**config.mk**
```make
export PLATFORM = sky130hd
export DESIGN_NAME = c7bcsr_timer_ctrl
export DESIGN_NICKNAME = d
export VERILOG_FILES = /design/src/rtl/c7bcsr_timer_ctrl.sv
export SDC_FILE = /design/constraint.sdc
export NUM_CORES = 1
export LEC_CHECK = 0
export BUFFER_PORTS_ARGS = -buffer_cell sky130_fd_sc_hd__buf_2
export CORE_ASPECT_RATIO = 2
export CORE_MARGIN = 2
export CORE_UTILIZATION = 42
export DETAILED_ROUTE_END_ITERATION = 7
export GPL_TIMING_DRIVEN = 0
export HOLD_SLACK_MARGIN = 0.08
export PLACE_DENSITY_LB_ADDON = 0.25
export SLEW_MARGIN = 20
export SYNTH_ARGS = -nofsm -noshare
export SYNTH_HDL_FRONTEND = slang
export SYNTH_SLANG_ARGS = --single-unit
```
**constraint.sdc**
```tcl
create_clock -name clk -period 3.8 [get_ports clk]
set_input_delay 0.95 -clock clk [delete_from_list [all_inputs] [get_ports clk]]
set_output_delay 0.95 -clock clk [all_outputs]
set_load 0.01 [all_outputs]
```
**src/rtl/c7bcsr_timer_ctrl.sv**
```systemverilog
// CSR front end for the constant timer: holds TCFG, drives the timer controls,
// serves TCFG/TVAL/TICLR reads and keeps the sticky TI pending bit.
module c7bcsr_timer_ctrl #(
  parameter int          TIMER_BIT  = 30,
  parameter logic [13:0] ADDR_TCFG  = 14'h41,
  parameter logic [13:0] ADDR_TVAL  = 14'h42,
  parameter logic [13:0] ADDR_TICLR = 14'h44
) (
  input  logic                 clk,
  input  logic                 resetn,
  input  logic                 csr_wr_en,
  input  logic [13:0]          csr_wr_addr,
  input  logic [31:0]          csr_wr_data,
  input  logic [31:0]          csr_wr_mask,
  input  logic [13:0]          csr_rd_addr,
  output logic [31:0]          csr_rd_data,
  output logic                 csr_rd_hit,
  output logic                 timer_init,
  output logic                 timer_en,
  output logic                 timer_periodic,
  output logic [TIMER_BIT-1:0] timer_initval,
  input  logic [TIMER_BIT+1:0] timer_timeval,
  input  logic                 timer_intr,
  output logic                 ti_pending
);

  localparam int TW = TIMER_BIT + 2;

  logic [TW-1:0] tcfg_q, tcfg_d;
  logic          init_q;
  logic          oneshot_q;
  logic          ti_q;
  logic          wr_tcfg, wr_ticlr, ti_clr;

  assign wr_tcfg  = csr_wr_en && (csr_wr_addr == ADDR_TCFG);
  assign wr_ticlr = csr_wr_en && (csr_wr_addr == ADDR_TICLR);
  assign ti_clr   = wr_ticlr && csr_wr_data[0] && csr_wr_mask[0];
  assign tcfg_d   = (tcfg_q & ~csr_wr_mask[TW-1:0]) | (csr_wr_data[TW-1:0] & csr_wr_mask[TW-1:0]);

  always_ff @(posedge clk or negedge resetn) begin
    if (!resetn) begin
      tcfg_q    <= '0;
      init_q    <= 1'b0;
      oneshot_q <= 1'b0;
      ti_q      <= 1'b0;
    end else begin
      if (wr_tcfg) tcfg_q <= tcfg_d;
      // init follows every TCFG write so the timer reloads with the new InitVal/En
      init_q <= wr_tcfg;
      if (wr_tcfg)                       oneshot_q <= 1'b0;
      else if (timer_intr && !tcfg_q[1]) oneshot_q <= 1'b1;
      // an expiry in the same cycle as a clear must not be lost
      if (timer_intr)  ti_q <= 1'b1;
      else if (ti_clr) ti_q <= 1'b0;
    end
  end

  assign timer_init     = init_q;
  assign timer_en       = tcfg_q[0] & ~oneshot_q;
  assign timer_periodic = tcfg_q[1];
  assign timer_initval  = tcfg_q[TW-1:2];
  assign ti_pending     = ti_q;

  always_comb begin
    csr_rd_data = '0;
    csr_rd_hit  = 1'b0;
    if (csr_rd_addr == ADDR_TCFG) begin
      csr_rd_data[TW-1:0] = tcfg_q;
      csr_rd_hit          = 1'b1;
    end else if (csr_rd_addr == ADDR_TVAL) begin
      csr_rd_data[TW-1:0] = timer_timeval;
      csr_rd_hit          = 1'b1;
    end else if (csr_rd_addr == ADDR_TICLR) begin
      csr_rd_hit          = 1'b1;
    end
  end

endmodule

```
==> results.json <==
{
  "hold_ws_ps": 489,
  "diodes": 0,
  "track_usage_pct": 23.2,
  "p_leak_nw": 2.00,
  "ant_nets": 0,
  "seq_area_frac_synth_pct": 38.2,
  "synth_xor_area_share_pct": 0,
  "drive_gt1_share_pct": 61.6,
  "period_needed_ps": 3560,
  "postSynthCellCount": 233,
  "final_nets": 562,
  "grt_pass1_wl_mm": 11.3,
  "fp.dieW_um": 56.2,
  "n_fill_cell": 507,
  "final-seq-area_um2": 876,
  "relSlewSlack_pct": 46.9,
  "rsz0062_at_grt": "false",
  "avgSynthCellArea_um2": 9.83,
  "yosysMostFrequentCell": "nor2_1",
  "power.density_nw_per_um2": 216,
  "clk_pin_slew_ps": 70,
  "holdBufCountCts": 0,
  "tns_ps": 0,
  "syn_nets": 361,
  "cp.required_ps": 2850,
  "setup_violations": 0,
  "max_freq_mhz": 281,
  "cp.buffers_inverters": 4,
  "clkLatencyLatePin_ps": 280,
  "hold_viol_final": 0,
  "syn2layout_area_growth_pct": 49.2,
  "yosys.area.top_type": "dfrtp_1",
  "drc": 0,
  "max-clock-path-buffers": 2,
  "hp-class": "reg2reg",
  "synthSimpleGateAreaFrac_pct": 16.7,
  "wl_mm": 6.95,
  "ys_ff_latch": 35,
  "cp.arrival_ps": 2610,
  "path_cells": "buf_2 > nor4_1 > nand4_1 > or2_2 > clkbuf_1 > clkbuf_1 > nor2_1 > buf_2",
  "path_class": "in2out",
  "cp_top_family": "simple AND/OR/NAND/NOR gates",
  "coreArea_um2": 5330,
  "multi_input_area_um2": 1110,
  "dpl.hpwl_mm": 5.60,
  "synthTopCellsByCount": "nor2_1 (36), dfrtp_1 (35), a22oi_1 (32)",
  "die_area_um2": 6100,
  "avgViaCountPerCell": 5.04,
  "outcome": "complete, no violations",
  "postCtsSetupBuffers": 0,
  "start_util_pct": 43.0,
  "yosys.area.top_type_share_pct": 38.2,
  "r2r_slack_ps": 2980,
  "holdPathEnd": "ti_pending",
  "synth_compound_area_share_pct": 12.2,
  "min-delay-start": "ti_pending",
  "cap_violations": 0,
  "worstSetupEndpointType": "primary output",
  "wire_per_inst_um": 14.0,
  "htree_levels": 2,
  "antenna_found_initial": 0,
  "hold_depth": 1,
  "drt_pass1_iterations": 4,
  "drt_iter0_markers": 99,
  "grt_pass1_vias": 2447,
  "vias": 2496,
  "globalplace.congestion": 0.833,
  "synth_edf_count": 0,
  "numCtsBuffers": 5,
  "critPathSlowestCell": "nor4_1",
  "ys_types": 27,
  "synth_area_um2": 2290,
  "synth_mux_area_share_pct": 19.5,
  "grt_overflow_total": 0,
  "crit_path_start_kind": "primary input",
  "clkSinkCount": 35,
  "ys_async_sr_fraction_pct": 100,
  "crit_path_max_fanout": 10,
  "synth_area_leaders": "dfrtp_1 (38%), mux2_4 (17%), a22oi_1 (10%), buf_4 (9.8%), nor2_1 (5.9%)",
  "cpPeakStageDelay_ps": 290,
  "tightest_slew_ps": 796,
  "r2r_cells": 3,
  "die_h_um": 108,
  "yosysWarnings": 0,
  "fin_skew_ps": 0.384,
  "portBuffers": 194,
  "cts_resized": 0,
  "placementRows": 38,
  "synth_top_family_by_area": "multiplexers",
  "post-route-period-util_pct": 93.7,
  "synth-adder-area-share_pct": 0,
  "io-pin-count": 195,
  "grt_max_degree": 36,
  "root_buffer": "clkbuf_8",
  "ir_worst_vdd_v": 0.000225,
  "synth-main-ff-cell": "dfrtp_1",
  "cts_tree": "built",
  "drv_slew": 0
}
==> final cells by class <==
class	count	share of cell area (%)
buffer	45	8.89
clock buffer	7	2.23
clock inverter	1	0.146
inverter	1	0.110
multi-input combinational	152	32.4
sequential	35	25.6
tap	60	2.20
timing repair buffer	194	28.4
==> cell families after synthesis <==
family,count (synthesis)
compound gates,38
buf+inv,46
flops,35
mux,31
simple gates,83
==> through the flow <==
step           power (W)  worst slack [ps]  instance area [um2]  cells  util (%)
3_3_place_gp    0.000481               275                 3340    487      62.7
6_report        0.000737               240                 3420    495      64.2
5_1_grt         0.000775              57.8                 3420    495      64.2
4_1_cts         0.000744               237                 3420    495      64.2
2_1_floorplan   0.000405               732                 2290    233         -
3_5_place_dp    0.000486               246                 3340    487      62.7
==> placed cells by master, fill, tap and decap left out, types with 2 or more instances in the layout <==
cell type / n
a21oi_1: 2
dfrtp_1: 35
mux2_2: 5
clkbuf_1: 14
nand2_1: 31
buf_4: 30
mux2_4: 26
a22oi_1: 32
clkbuf_8: 5
nor2_1: 36
nor4_1: 3
buf_2: 194
buf_6: 3
nor2b_1: 3
==> routing by layer <==
| metal | track usage [%] | vias up | share of wire [%] |
|---|---|---|---|
| li1 | - | 1184 | - |
| met5 | 0 | - | 0 |
| met2 | 41.0 | 149 | 52 |
| met3 | 5.26 | 12 | 8.9 |
| met1 | 27.0 | 1151 | 38 |
| met4 | 8.33 | 0 | 2.0 |
==> worst reg2reg max path, stage by stage (launching register included) <==
cell	delay, ps
dfrtp_1	400
inv_1	80
a21oi_1	40
a31o_2	210
==> worst max path at each step <==
stage | startpoint | end | slack, ps | cells after the start
final | csr_rd_addr[12] | csr_rd_data[6] | 240 | 8
after CTS | csr_rd_addr[12] | csr_rd_data[6] | 240 | 8
after global routing | csr_rd_addr[12] | csr_rd_data[6] | 60 | 8
after floorplan | csr_rd_addr[9] | csr_rd_data[0] | 730 | 6
after detailed placement | csr_rd_addr[12] | csr_rd_data[6] | 250 | 8
after global placement | csr_rd_addr[12] | csr_rd_data[6] | 280 | 8
==> where the power goes <==
group | internal (W) | switching (W) | total (W) | leakage, nW
logic | 0.0000576 | 0.0000474 | 0.000105 | 1.47
registers | 0.000373 | 0.000000310 | 0.000373 | 0.479
clock network | 0.000129 | 0.000130 | 0.000259 | 0.0422
(Power assumes the default switching activity.)
